<file path="config.mk">
export PLATFORM = sky130hd
export DESIGN_NAME = hazard_control
export DESIGN_NICKNAME = d
export VERILOG_FILES = /design/src/rtl/hazard_control.sv
export SDC_FILE = /design/constraint.sdc
export NUM_CORES = 1
export LEC_CHECK = 0
export CAP_MARGIN = 20
export CORE_MARGIN = 2
export CORE_UTILIZATION = 50
export CTS_BUF_LIST = sky130_fd_sc_hd__clkbuf_4 sky130_fd_sc_hd__clkbuf_8
export DETAILED_ROUTE_END_ITERATION = 12
export PLACE_DENSITY = 0.79
export SLEW_MARGIN = 10
export SYNTH_ARGS = -nofsm -noshare
export SYNTH_HDL_FRONTEND = slang
export SYNTH_SLANG_ARGS = --single-unit
</file>
<file path="constraint.sdc">
create_clock -name clk_HC -period 3 [get_ports clk_HC]
set_input_delay 0.6 -clock clk_HC [delete_from_list [all_inputs] [get_ports clk_HC]]
set_output_delay 0.6 -clock clk_HC [all_outputs]
set_load 0.02 [all_outputs]
</file>
<file path="src/rtl/hazard_control.sv">
// Pipeline hazard controller: a destination scoreboard for EX/MEM/WB plus a
// HALT/RUN/STALL/FLUSH sequencer that drives PC/BF0 enables and the bubble/flush strobes.
module hazard_control #(
    parameter int CNT_W    = 16,
    parameter int TRACK_WB = 1
) (
    input  logic             clk_HC,
    input  logic             rst_HC,
    input  logic             run_HC,
    input  logic [5:0]       op_ID,
    input  logic [4:0]       rs_ID,
    input  logic [4:0]       rt_ID,
    input  logic [4:0]       rd_ID,
    input  logic             branchTaken_MEM,
    output logic             pcWrite,
    output logic             bf0Write,
    output logic             bf0Flush,
    output logic             bf1Bubble,
    output logic             bf2Flush,
    output logic             stall,
    output logic [CNT_W-1:0] stallCycles,
    output logic [CNT_W-1:0] flushCount
);

    // state | meaning
    // HALT  | pipeline frozen, all outputs low
    // RUN   | normal issue
    // STALL | ID held behind an in-flight producer
    // FLUSH | one cycle after a taken branch, ID holds the flushed NOP
    typedef enum logic [1:0] {S_HALT, S_RUN, S_STALL, S_FLUSH} state_t;

    state_t state, next_state;

    logic       ex_valid, mem_valid, wb_valid;
    logic [4:0] ex_dest, mem_dest, wb_dest;

    logic       reads_rs, reads_rt, writes;
    logic [4:0] dest;
    logic       hit_rs, hit_rt, hazard;

    logic       shift_en, kill_mem, issue_valid, inc_stall, inc_flush;
    logic [4:0] issue_dest;

    localparam logic [CNT_W-1:0] CNT_ONE = {{(CNT_W-1){1'b0}}, 1'b1};
    localparam logic [CNT_W-1:0] CNT_MAX = {CNT_W{1'b1}};

    always_comb begin
        reads_rs = 1'b0;
        reads_rt = 1'b0;
        writes   = 1'b0;
        dest     = 5'd0;
        case (op_ID)
            6'h00: begin
                reads_rs = 1'b1;
                reads_rt = 1'b1;
                writes   = 1'b1;
                dest     = rd_ID;
            end
            6'h23: begin
                reads_rs = 1'b1;
                writes   = 1'b1;
                dest     = rt_ID;
            end
            6'h2B, 6'h04: begin
                reads_rs = 1'b1;
                reads_rt = 1'b1;
            end
            default: ;
        endcase
    end

    // Register 0 is hard-wired, so it can never be a true dependency.
    assign hit_rs = (rs_ID != 5'd0) &&
                    ((ex_valid && ex_dest == rs_ID) ||
                     (mem_valid && mem_dest == rs_ID) ||
                     ((TRACK_WB != 0) && wb_valid && wb_dest == rs_ID));
    assign hit_rt = (rt_ID != 5'd0) &&
                    ((ex_valid && ex_dest == rt_ID) ||
                     (mem_valid && mem_dest == rt_ID) ||
                     ((TRACK_WB != 0) && wb_valid && wb_dest == rt_ID));
    assign hazard = (reads_rs && hit_rs) || (reads_rt && hit_rt);

    always_comb begin
        next_state  = state;
        pcWrite     = 1'b0;
        bf0Write    = 1'b0;
        bf0Flush    = 1'b0;
        bf1Bubble   = 1'b0;
        bf2Flush    = 1'b0;
        stall       = 1'b0;
        shift_en    = 1'b0;
        kill_mem    = 1'b0;
        issue_valid = 1'b0;
        issue_dest  = 5'd0;
        inc_stall   = 1'b0;
        inc_flush   = 1'b0;
        case (state)
            S_HALT: begin
                if (run_HC) next_state = S_RUN;
            end
            S_RUN, S_STALL: begin
                if (!run_HC) begin
                    next_state = S_HALT;
                end else begin
                    shift_en = 1'b1;
                    if (branchTaken_MEM) begin
                        pcWrite    = 1'b1;
                        bf0Write   = 1'b1;
                        bf0Flush   = 1'b1;
                        bf1Bubble  = 1'b1;
                        bf2Flush   = 1'b1;
                        kill_mem   = 1'b1;
                        inc_flush  = 1'b1;
                        next_state = S_FLUSH;
                    end else if (hazard) begin
                        bf1Bubble  = 1'b1;
                        stall      = 1'b1;
                        inc_stall  = 1'b1;
                        next_state = S_STALL;
                    end else begin
                        pcWrite     = 1'b1;
                        bf0Write    = 1'b1;
                        issue_valid = writes;
                        issue_dest  = dest;
                        next_state  = S_RUN;
                    end
                end
            end
            S_FLUSH: begin
                if (!run_HC) begin
                    next_state = S_HALT;
                end else begin
                    shift_en   = 1'b1;
                    pcWrite    = 1'b1;
                    bf0Write   = 1'b1;
                    next_state = S_RUN;
                end
            end
            default: next_state = S_HALT;
        endcase
    end

    always_ff @(posedge clk_HC or posedge rst_HC) begin
        if (rst_HC) state <= S_HALT;
        else        state <= next_state;
    end

    always_ff @(posedge clk_HC or posedge rst_HC) begin
        if (rst_HC) begin
            ex_valid  <= 1'b0;
            ex_dest   <= 5'd0;
            mem_valid <= 1'b0;
            mem_dest  <= 5'd0;
            wb_valid  <= 1'b0;
            wb_dest   <= 5'd0;
        end else if (shift_en) begin
            wb_valid  <= mem_valid;
            wb_dest   <= mem_dest;
            mem_valid <= kill_mem ? 1'b0 : ex_valid;
            mem_dest  <= kill_mem ? 5'd0 : ex_dest;
            ex_valid  <= issue_valid;
            ex_dest   <= issue_valid ? issue_dest : 5'd0;
        end
    end

    always_ff @(posedge clk_HC or posedge rst_HC) begin
        if (rst_HC) begin
            stallCycles <= '0;
            flushCount  <= '0;
        end else begin
            if (inc_stall && stallCycles != CNT_MAX) stallCycles <= stallCycles + CNT_ONE;
            if (inc_flush && flushCount != CNT_MAX)  flushCount  <= flushCount + CNT_ONE;
        end
    end

endmodule

</file>
---- Word level (Yosys, flattened, before mapping) ----
Index checks and enable logic that the tools add are counted.
operators by class
  equality and inequality tests ........... 15
  add/subtract/negate cells ............... 2
  muxes and demuxes ....................... 37
  reductions and logical operators ........ 26
operators with widths
  kind                                                                   number
  16-bit by 1-bit adder with 16-bit output, second input constant        2
  16-bit != test, second input constant                                  2
  5-bit equality test                                                    6
  5-bit two-way mux                                                      6
  1-bit two-way mux                                                      24
  6-bit equality test, second input constant                             2
  1-bit logical AND                                                      12
  5-bit one-hot mux with 2 select lines                                  1
  5-bit nonzero test                                                     2
  2-bit two-way mux                                                      4
  6-bit by 3-bit equality test with 1-bit output, second input constant  1
  6-bit logical NOT                                                      1
  2-bit one-hot mux with 3 select lines                                  1
  3-bit OR reduction                                                     2
  1-bit logical OR                                                       5
  2-bit equality test, second input constant                             2
  2-bit OR reduction                                                     2
  4-bit OR reduction                                                     1
  2-bit by 1-bit equality test with 1-bit output, second input constant  1
  2-bit logical NOT                                                      1
  2-bit != test, second input constant                                   1
  1-bit one-hot mux with 2 select lines                                  1
word-level totals
  word-level logic and storage cells ...... 89
  output and inout bits ................... 38
  register bits ........................... 52
  bits of input ports ..................... 25

---- Logic depth before layout (Yosys ltp) ----
Gate-level depths: netlist (run 1).
  depth after elaboration ................. 12
  mapped depth ............................ 8
  depth with buffers taken out ............ 8

---- Worst setup path after synthesis (run 1) ----
Ideal clock, no wire load.
  path type ............................... input to output
  start ................................... in rt_ID[3]
  end ..................................... out pcWrite
  path buffers ............................ 2
  arrival time ............................ 2.482 ns
  path slack .............................. -0.082 ns
  required time ........................... 2.400 ns
  stages on the path ...................... 8
  cell sequence ........................... buf_2 -> xor2_1 -> nor4_1 -> and3_1 -> o31ai_1 -> a21oi_1 -> o31ai_1 -> buf_4
between the ends
  cells in the longest elaborated chain, start to end .. 11
  elaborated cells between the ends (all ways) .. 16
RTL lines
  item                                     RTL line  text
  start: declaration                       12        input logic [4:0] rt_ID,
  5-bit equality test (on tied branches)   78, 79
  1-bit logical AND (on tied branches)     78, 79
  1-bit logical OR                         78        ((ex_valid && ex_dest == rt_ID) ||
  1-bit logical OR                         79        (mem_valid && mem_dest == rt_ID) ||
  1-bit logical AND *                      77        assign hit_rt = (rt_ID != 5'd0) &&
  1-bit logical AND *                      81        assign hazard = (reads_rs && hit_rs) || (reads_rt && hit_rt);
  1-bit logical OR *                       81
  1-bit two-way mux * (3 in series)        n/a
  1-bit one-hot mux with 2 select lines *  n/a
  end: declaration                         15        output logic pcWrite,
Every way passes the cells marked *; elsewhere a longest branch is shown, timed or not.

---- Final worst setup path (run 1) ----
  start ................................... in op_ID[2]
  end ..................................... out pcWrite
between the ends
  cells in the longest elaborated chain, start to end .. 9
  elaborated cells between the ends (all ways) .. 15
RTL lines
  item                                                                              RTL line  text
  start: declaration                                                                10        input logic [5:0] op_ID,
  6-bit equality test, or another cell as far along                                 52        case (op_ID)
  4-bit OR reduction (no source line) / 3-bit OR reduction (equally long branches)  n/a
  1-bit two-way mux                                                                 52
  1-bit logical AND                                                                 81
  1-bit logical OR *                                                                81
  1-bit two-way mux *                                                               115       end else if (hazard) begin
  1-bit two-way mux *                                                               106       if (branchTaken_MEM) begin
  1-bit two-way mux *                                                               102       if (!run_HC) begin
  1-bit one-hot mux with 2 select lines *                                           97        case (state)
Marked as above.

==> flow_metrics.env, run 1 <==
export IMPL_ys_flop_type="dfrtp_1"
export IMPL_finish_instance_area_um2=4140
export IMPL_initialDrtViolationCount=94
export IMPL_dpl_cell_count=466
export IMPL_synth_area_leaders="dfrtp_1 43%, xor2_1 12%, nand2_1 6.2%"
export IMPL_clock_skew_ps=10.4
export IMPL_synth_edf_count=0
export IMPL_fp_dieH_um=81.7
export IMPL_utilization_pct=70.3
export IMPL_worst_path_max_delay_cell="clkdlybuf4s50_1"
export IMPL_status="completed"
export IMPL_endpoint_kind="output pin"
export IMPL_arrival_ps=2350
export IMPL_place_area_um2=3970
export IMPL_slowest_delay_ps=410
export IMPL_die_area_um2=6680
export IMPL_final_max_slew_viol_count=0
export IMPL_grt_pass1_wl_um=12000
export IMPL_dieWidth_um=81.7
export IMPL_syn_area_per_cell_um2=10.0
export IMPL_clk_latency_ps=310
export IMPL_fin_cells=479
export IMPL_critPathBufInv=3
export IMPL_crit_family="buffers and inverters"
export IMPL_synth_nets=331
export IMPL_worst_slew_pin_slew_ps=840
export IMPL_grt_start_max_net_pins=53
export IMPL_max_freq_mhz=339
export IMPL_initial_core_util_pct=51.3
export IMPL_slew_headroom_pct=44.0
export IMPL_hold_class="reg -> reg"
export IMPL_min_from="flushCount[3]"
export IMPL_drt_pass1_iterations=4
export IMPL_ir_drop_v=0.000381
export IMPL_met2_usage_pct=40.5
export IMPL_synth_cells=301
export IMPL_crit_fanout=3
export IMPL_yosysTopAreaCell="dfrtp_1"
export IMPL_dp_hpwl_um=5640
export IMPL_num_rows=28
export IMPL_synth_async_reset_ratio_pct=100
export IMPL_core_area_um2=5890
export IMPL_cts_sinks=52
export IMPL_leakage_nw=1.91
export IMPL_synth_seq_cells=52
export IMPL_critPathLaunch="op_ID[2]"
export IMPL_setup_viol=0
export IMPL_grt_use_met1_pct=27.8
export IMPL_cts_tree="done"
export IMPL_grtUsageTotal_pct=23.2
export IMPL_routed_via_density=5.48
export IMPL_numCtsBuffers=5
export IMPL_antenna_cells=0
export IMPL_wl_um=7530
export IMPL_ys_types=46
export IMPL_grt_overflow_total=0
export IMPL_drive_gt1_share_pct=20.8
export IMPL_cpMostUsedCell="buf_4"
export IMPL_r2r_start="state[1]"
export IMPL_vias=2623
export IMPL_area_growth_pct=37.0
export IMPL_min_period_ps=2950
export IMPL_cp_start_kind="input pin"
export IMPL_cts_root_buf="clkbuf_8"
export IMPL_gp_congestion=0.954
export IMPL_ys_warnings_count=0
export IMPL_route_detailed_drc=0
export IMPL_p_per_area_nw_per_um2=427
export IMPL_grt_pass1_vias=2601
export IMPL_critPathKind="in -> out"
export IMPL_cap_viol_max_count=0
export IMPL_wl_per_cell_um=15.7
export IMPL_port_buffers=62
export IMPL_busiest_layer="met2"
export IMPL_synth_yosys_seq_area_share_pct=43.1
export IMPL_crit_path_cell_trace="clkdlybuf4s50_1, nand4b_1, buf_4, a221oi_4, o31ai_4, a21oi_2, o31ai_2, buf_4"
export IMPL_mappedNetlistArea_um2=3020
export IMPL_period_share_pct=98.3
export IMPL_fin_tns_setup_ps=0
export IMPL_synth_top_cell_area_share_pct=43.1
export IMPL_antenna_found_initial=0
export IMPL_htreeDepth=2
export IMPL_clk_pin_slew_ps=90
export IMPL_synth_most_common_cell="dfrtp_1"
export IMPL_crit_required_ps=2400
export IMPL_ant_nets=0
export IMPL_clockBufferDepth=2
export IMPL_nets=433
export IMPL_use_met3_pct=5.38
export IMPL_hold_violations=0
export IMPL_ios=63
export IMPL_yosys_top_cells_count="52 x dfrtp_1, 50 x nand2_1, 42 x xor2_1"
==> metal layers <==
metal | vias up | wire length [um] | share of wire (%)
met4 | 0 | 160 | 2.1
li1 | 1264 | - | -
met2 | 71 | 3870 | 51
met5 | - | 0 | 0
met3 | 15 | 372 | 4.9
met1 | 1273 | 3130 | 42
==> sequential cells by signal, indices dropped and copies added, names as in the netlist <==
signal,cells
flushCount,16
stallCycles,16
ex_dest,5
mem_dest,5
wb_dest,5
state,2
ex_valid,1
mem_valid,1
wb_valid,1
==> timing repair <==
action / 4_1_cts / 5_1_grt
endpoints found under the hold margin: 0 / 0
gates cloned: 0 / 0
pin swaps: 3 / 5
gates resized for setup: 42 / 12
endpoints found under the setup margin: 4 / 4
setup buffers: 1 / 4
hold buffers: 0 / 0
==> power by group <==
part / total, W / internal, W / leakage [nW] / switching, W
logic: 0.000545 / 0.000231 / 1.17 / 0.000314
registers: 0.000806 / 0.000748 / 0.695 / 0.0000581
clock network: 0.000414 / 0.000176 / 0.0448 / 0.000239
total: 0.00177 / 0.00115 / 1.91 / 0.000611
==> placed cells by master (no fill, tap or decap), types with 2 or more instances in the layout <==
cell type / instances
xnor2_1: 17
nand4_1: 7
a211oi_2: 7
nor4_1: 7
clkdlybuf4s50_1: 44
o31ai_1: 5
clkbuf_8: 5
nor3_1: 5
a22oi_1: 5
a2111oi_2: 5
o311ai_4: 2
nand3b_1: 2
a21oi_1: 4
nand3_1: 13
nor2_1: 14
dlygate4sd2_1: 9
nand2_1: 50
inv_1: 9
o21ai_0: 7
buf_4: 42
dfrtp_1: 52
xor2_1: 42
clkdlybuf4s15_1: 4
ha_1: 5
and3_1: 7
o31ai_4: 2
==> kinds of logic (layout without fill, tap and decap cells) <==
group,after synthesis,in the layout,synth area share (%)
AND/OR/NAND/NOR,120,120,19.9
XOR/XNOR,59,59,17.1
flip-flops,52,52,43.1
AO/OA/AOI/OAI,46,46,14.2
buffers and inverters,17,120,2.90
adder cells (fa/ha/maj),5,5,2.07
multiplexers,2,2,0.745
==> stage by stage <==
stage | setup WS, ps | hold slack (ps) | total power, W
floorplan | 128 | 451 | 0.00111
detailed placement | -752 | 483 | 0.00136
global placement | -669 | 481 | 0.00134
global route | -47.4 | 518 | 0.00185
CTS | 15.2 | 504 | 0.00175
finish | 52.0 | 498 | 0.00177
==> worst paths after layout <==
path	endpoint	slack (ps)	cells after the start
worst max register to register	stallCycles[11]	560	8
worst min register to register	flushCount[3]	500	1
worst max-delay path	pcWrite	50	8
max in group asynchronous	ex_dest[1]	1800	3
worst min-delay path	flushCount[3]	500	1
min in group asynchronous	stallCycles[6]	770	3
==> worst register-to-register path: cells and delay by family (launching register included) <==
family | cells | cell delay [ps]
buffers and inverters | 2 | 300
AOI/OAI and AO/OA | 2 | 520
xor gates and xnor gates | 1 | 190
DFF | 1 | 410
and+or+nand+nor | 2 | 580
adders and majority gates | 1 | 380
==> area by class of cell <==
type | instances | area [um^2]
clock buffers | 6 | 76.3
clock inverters | 2 | 16.3
fillers | 434 | 1750
inverters | 10 | 37.5
multi-input cells | 232 | 1700
flip-flops and latches | 52 | 1300
well taps | 75 | 93.8
repair buffers | 102 | 911
Note: power is estimated with default switching activity, not from simulation.
==> inputs of run 2 (changes only) <==
--- a/constraint.sdc
+++ b/constraint.sdc
@@ -3,2 +3,2 @@
 set_output_delay 0.6 -clock clk_HC [all_outputs]
-set_load 0.02 [all_outputs]
+set_load 0.005 [all_outputs]
==> run 2 against run 1 <==
Against the previous run: clock-buffer cell count rose by 1; combinational power fell by 17%; cell count fell by 0.84%; worst setup slack improved by 19 ps; via count fell by 2.6%; global-route usage fell by 0.24 points; hold slack improved by 1.2 ps; die area did not move; power fell by 4.5%; core utilization fell by 0.68 points; clock power rose by 3%; clock skew fell by 6.6 ps; highest routed layer unchanged.
==> flow_metrics.env, run 2 (synthesis gave the netlist of run 1 again) <==
export IMPL_status="completed"
export IMPL_clk_pin_slew_ps=90
export IMPL_die_area_um2=6680
export IMPL_wl_um=7150
export IMPL_worst_path_max_delay_cell="or4_4"
export IMPL_slew_headroom_pct=43.6
export IMPL_grt_pass1_vias=2483
export IMPL_num_rows=28
export IMPL_routed_via_density=5.38
export IMPL_dp_hpwl_um=5290
export IMPL_max_freq_mhz=341
export IMPL_cts_sinks=52
export IMPL_crit_family="simple AND/OR/NAND/NOR gates"
export IMPL_clockBufferDepth=2
export IMPL_drt_pass1_iterations=4
export IMPL_cp_start_kind="input pin"
export IMPL_ios=63
export IMPL_grt_overflow_total=0
export IMPL_initial_core_util_pct=51.3
export IMPL_initialDrtViolationCount=159
export IMPL_hold_violations=0
export IMPL_crit_required_ps=2400
export IMPL_period_share_pct=97.6
export IMPL_dpl_cell_count=462
export IMPL_antenna_cells=0
export IMPL_wl_per_cell_um=15.1
export IMPL_slowest_delay_ps=560
export IMPL_clk_latency_ps=310
export IMPL_fin_cells=475
export IMPL_drive_gt1_share_pct=19.8
export IMPL_gp_congestion=0.926
export IMPL_fin_tns_setup_ps=0
export IMPL_fp_dieH_um=81.7
export IMPL_p_total_w=0.00169
export IMPL_htreeDepth=2
export IMPL_numCtsBuffers=5
export IMPL_nets=429
export IMPL_dieWidth_um=81.7
export IMPL_antenna_found_initial=0
export IMPL_critPathBufInv=3
export IMPL_ir_drop_v=0.000384
export IMPL_cts_root_buf="clkbuf_8"
export IMPL_route_detailed_drc=0
export IMPL_worst_slew_pin_slew_ps=845
export IMPL_arrival_ps=2330
export IMPL_endpoint_kind="output pin"
export IMPL_grtUsageTotal_pct=22.9
export IMPL_crit_fanout=2
export IMPL_min_period_ps=2930
export IMPL_p_per_area_nw_per_um2=411
export IMPL_core_area_um2=5890
export IMPL_cap_viol_max_count=0
export IMPL_hold_ws_ps=499
export IMPL_port_buffers=62
export IMPL_grt_start_max_net_pins=53
export IMPL_top_regs="flushCount: 16 flops, stallCycles: 16 flops"
export IMPL_vias=2554
export IMPL_final_common_cell="dfrtp_1"
export IMPL_setup_viol=0
export IMPL_final_max_slew_viol_count=0
export IMPL_crit_path_cell_trace="clkdlybuf4s15_1, or4_4, a221oi_4, o31ai_4, buf_4, nand3b_1, nor2b_1, buf_2"
export IMPL_leakage_nw=1.90
export IMPL_hold_class="reg -> reg"
export IMPL_critPathKind="in -> out"
export IMPL_layout_common_cells="52 x dfrtp_1, 50 x nand2_1, 43 x clkdlybuf4s50_1"
export IMPL_area_growth_pct=35.7
export IMPL_ant_nets=0
export IMPL_grt_pass1_wl_um=11600
export IMPL_cts_tree="done"
export IMPL_clock_skew_ps=3.79
export IMPL_postCtsHoldBufs=0
==> run 2: worst paths after layout <==
kind	slack, ps	endpoint	from	cells past startpoint
max reg2reg	620	stallCycles[13]	state[1]	8
max in group asynchronous	1810	flushCount[9]	rst_HC	3
max	70	bf1Bubble	op_ID[1]	8
min	500	flushCount[3]	flushCount[3]	1
min in group asynchronous	760	stallCycles[4]	rst_HC	3
min reg2reg	500	flushCount[3]	flushCount[3]	1
==> run 2: stage by stage <==
stage / instance area (um^2) / utilization (%) / worst slack, ps
6_report: 4100 / 69.6 / 70.9
5_1_grt: 4100 / 69.6 / -1.40
4_1_cts: 4070 / 69.1 / 2.97
3_5_place_dp: 3920 / 66.6 / -664
3_3_place_gp: 3920 / 66.6 / -617
2_1_floorplan: 3020 / - / 329
==> run 2: cell type report <==
class	instances	area [um^2]
flip-flops and latches	52	1300
well taps	75	93.8
clock inverters	1	7.51
fillers	442	1790
multi-input cells	232	1710
inverters	10	37.5
repair buffers	98	863
clock buffers	7	90.1
==> run 2: power by group <==
group	total (W)	internal (W)	switching [W]
registers	0.000805	0.000748	0.0000575
clock network	0.000426	0.000197	0.000229
logic	0.000455	0.000216	0.000238
total	0.00169	0.00116	0.000525
==> run 2: repair_timing <==
action | 4_1_cts | 5_1_grt
gates resized for setup | 38 | 8
cloned | 0 | 0
endpoints found under the setup margin | 4 | 4
buffers inserted | 4 | 2
pin swaps | 7 | 7
==> run 2: routing by layer <==
metal	up-vias	wire length [um]	GRT usage, %	part of all wire (%)
met1	1235	3130	29.7	44
met3	7	280	3.96	3.9
met4	0	100	10.0	1.4
li1	1257	-	-	-
met5	-	0	0	0
met2	55	3640	37.6	51
==> inputs of run 3 (changes only) <==
Settings changed: GPL_ROUTABILITY_DRIVEN set to 1, PLACE_DENSITY 0.79 to 0.78.
==> run 3 against run 2 <==
Against the previous run: clock-buffer cell count down 1; via count rose by 5.3%; maximum frequency shrank 0.86%; wire length is 8.7% higher; clock skew is 3.8 ps higher; sequential share of layout area shrank 0.41 points; clock power increased by 18%; largest power group unchanged; highest routed layer unchanged.
==> flow_metrics.env, run 3 (synthesis gave the netlist of run 1 again) <==
export IMPL_status="completed"
export IMPL_grt_overflow_total=0
export IMPL_dpl_cell_count=465
export IMPL_port_buffers=62
export IMPL_ios=63
export IMPL_area_growth_pct=37.4
export IMPL_antenna_cells=0
export IMPL_layout_common_cells="52 x dfrtp_1, 50 x nand2_1, 43 x clkdlybuf4s50_1"
export IMPL_internal_power_w=0.00123
export IMPL_die_area_um2=6680
export IMPL_hold_violations=0
export IMPL_comb_power_share_pct=26.1
export IMPL_wl_um=7770
export IMPL_antenna_found_initial=0
export IMPL_clk_pin_slew_ps=100
export IMPL_grt_pass1_vias=2643
export IMPL_endpoint_kind="output pin"
export IMPL_routed_wl_met2_um=4010
export IMPL_min_period_ps=2950
export IMPL_top_layer="met4"
export IMPL_final_common_cell="dfrtp_1"
export IMPL_hold_class="reg -> reg"
export IMPL_fillers=453
export IMPL_fp_dieH_um=81.7
export IMPL_drive_gt1_share_pct=20.6
export IMPL_critPathKind="in -> out"
export IMPL_max_freq_mhz=338
export IMPL_fin_ws_ps=45.6
export IMPL_dp_slack_ps=-617
export IMPL_grtUsageTotal_pct=24.6
export IMPL_routedLengthMet1_um=3320
export IMPL_grt_start_max_net_pins=28
export IMPL_clockBufferDepth=2
export IMPL_fin_cells=482
export IMPL_wl_per_cell_um=16.1
export IMPL_routed_via_density=5.58
export IMPL_setup_viol=0
export IMPL_vias=2689
export IMPL_switching_share_pct=30.9
export IMPL_ir_drop_v=0.000400
export IMPL_nets=436
export IMPL_cts_tree="done"
export IMPL_cts_root_buf="clkbuf_8"
export IMPL_drt_pass1_iterations=4
export IMPL_crit_fanout=3
export IMPL_cts_sinks=52
export IMPL_dp_hpwl_um=5670
export IMPL_p_sw_w=0.000548
export IMPL_num_rows=28
export IMPL_wl_met3_um=345
export IMPL_crit_required_ps=2400
export IMPL_slew_headroom_pct=43.0
export IMPL_cap_viol_max_count=0
export IMPL_initialDrtViolationCount=162
export IMPL_leakage_nw=1.95
export IMPL_numCtsBuffers=5
export IMPL_gp_congestion=0.975
export IMPL_period_share_pct=98.5
export IMPL_core_area_um2=5890
export IMPL_htreeDepth=2
export IMPL_p_per_area_nw_per_um2=427
export IMPL_postCtsHoldBufs=0
export IMPL_top_regs="flushCount: 16 flops, stallCycles: 16 flops"
export IMPL_clk_latency_ps=310
export IMPL_pwr_share_clk_pct=28.3
export IMPL_grt_pass1_wl_um=12600
export IMPL_route_detailed_drc=0
export IMPL_p_seq_share_pct=45.6
export IMPL_cp_start_kind="input pin"
export IMPL_initial_core_util_pct=51.3
export IMPL_final_max_slew_viol_count=0
export IMPL_hold_ws_ps=500
export IMPL_dieWidth_um=81.7
export IMPL_arrival_ps=2350
export IMPL_worst_slew_pin_slew_ps=855
export IMPL_ant_nets=0
export IMPL_clock_skew_ps=7.61
-- run 3: cell types whose count changed in the layout (fill, tap and decap cells not counted), moves of 2 or more --
cell / change
buf_4: +6
clkdlybuf4s15_1: -3
dlygate4sd2_1: +3
nor4_1: +2
nor4_2: -2
-- run 3: metrics by stage --
stage	utilization (%)	power, W	area [um^2]	setup TNS, ps
final	70.6	0.00177	4150	0
after global routing	70.6	0.00186	4150	-31.3
after CTS	70.0	0.00177	4120	0
after detailed placement	67.0	0.00129	3940	-2330
after global placement	67.0	0.00128	3940	-2370
after floorplan	-	0.00105	3020	0
-- run 3: layout make-up --
type                            instances  area, um^2  area share, %
Sequential cell                        52        1300           31.3
Multi-Input combinational cell        232        1690           40.7
Clock buffer                            6        76.3           1.84
Inverter                               10        37.5          0.904
Tap cell                               75        93.8           2.26
Clock inverter                          2        38.8          0.934
Timing Repair Buffer                  105         916           22.1
-- run 3: critical path, stage by stage --
cell	delay, ps
dlygate4sd2_1	270
buf_4	160
xor2_1	140
nor4_1	300
and3_1	280
o31ai_4	90
buf_6	140
a211oi_2	210
buf_2	150
-- run 3: final timing paths --
check,cells past startpoint,start,slack [ps],end
max,9,rt_ID[4],50,stall
min,1,stallCycles[15],500,stallCycles[15]
max reg2reg,8,state[1],620,stallCycles[11]
min reg2reg,1,stallCycles[15],500,stallCycles[15]
max in group asynchronous,3,rst_HC,1710,mem_dest[3]
min in group asynchronous,2,rst_HC,660,stallCycles[5]
-- run 3: timing repair --
action | CTS | global route
pin swaps | 9 | 4
setup endpoints to repair | 4 | 4
resized for setup | 37 | 5
setup buffers | 7 | 2
hold endpoints to repair | 0 | 0
-- run 3: metal layers --
metal,vias to the layer above,GRT usage (%)
li1,1266,-
met1,1341,33.0
met2,72,40.8
met3,10,3.52
met4,0,8.17
met5,-,0
-- run 3: power by group through the flow --
| stage | clock network [W] | logic, W | registers, W |
|---|---|---|---|
| floorplan | 0 | 0.000238 | 0.000810 |
| global placement | 0 | 0.000457 | 0.000819 |
| detailed placement | 0 | 0.000465 | 0.000822 |
| CTS | 0.000505 | 0.000458 | 0.000808 |
| global route | 0.000533 | 0.000513 | 0.000817 |
| finish | 0.000501 | 0.000464 | 0.000809 |
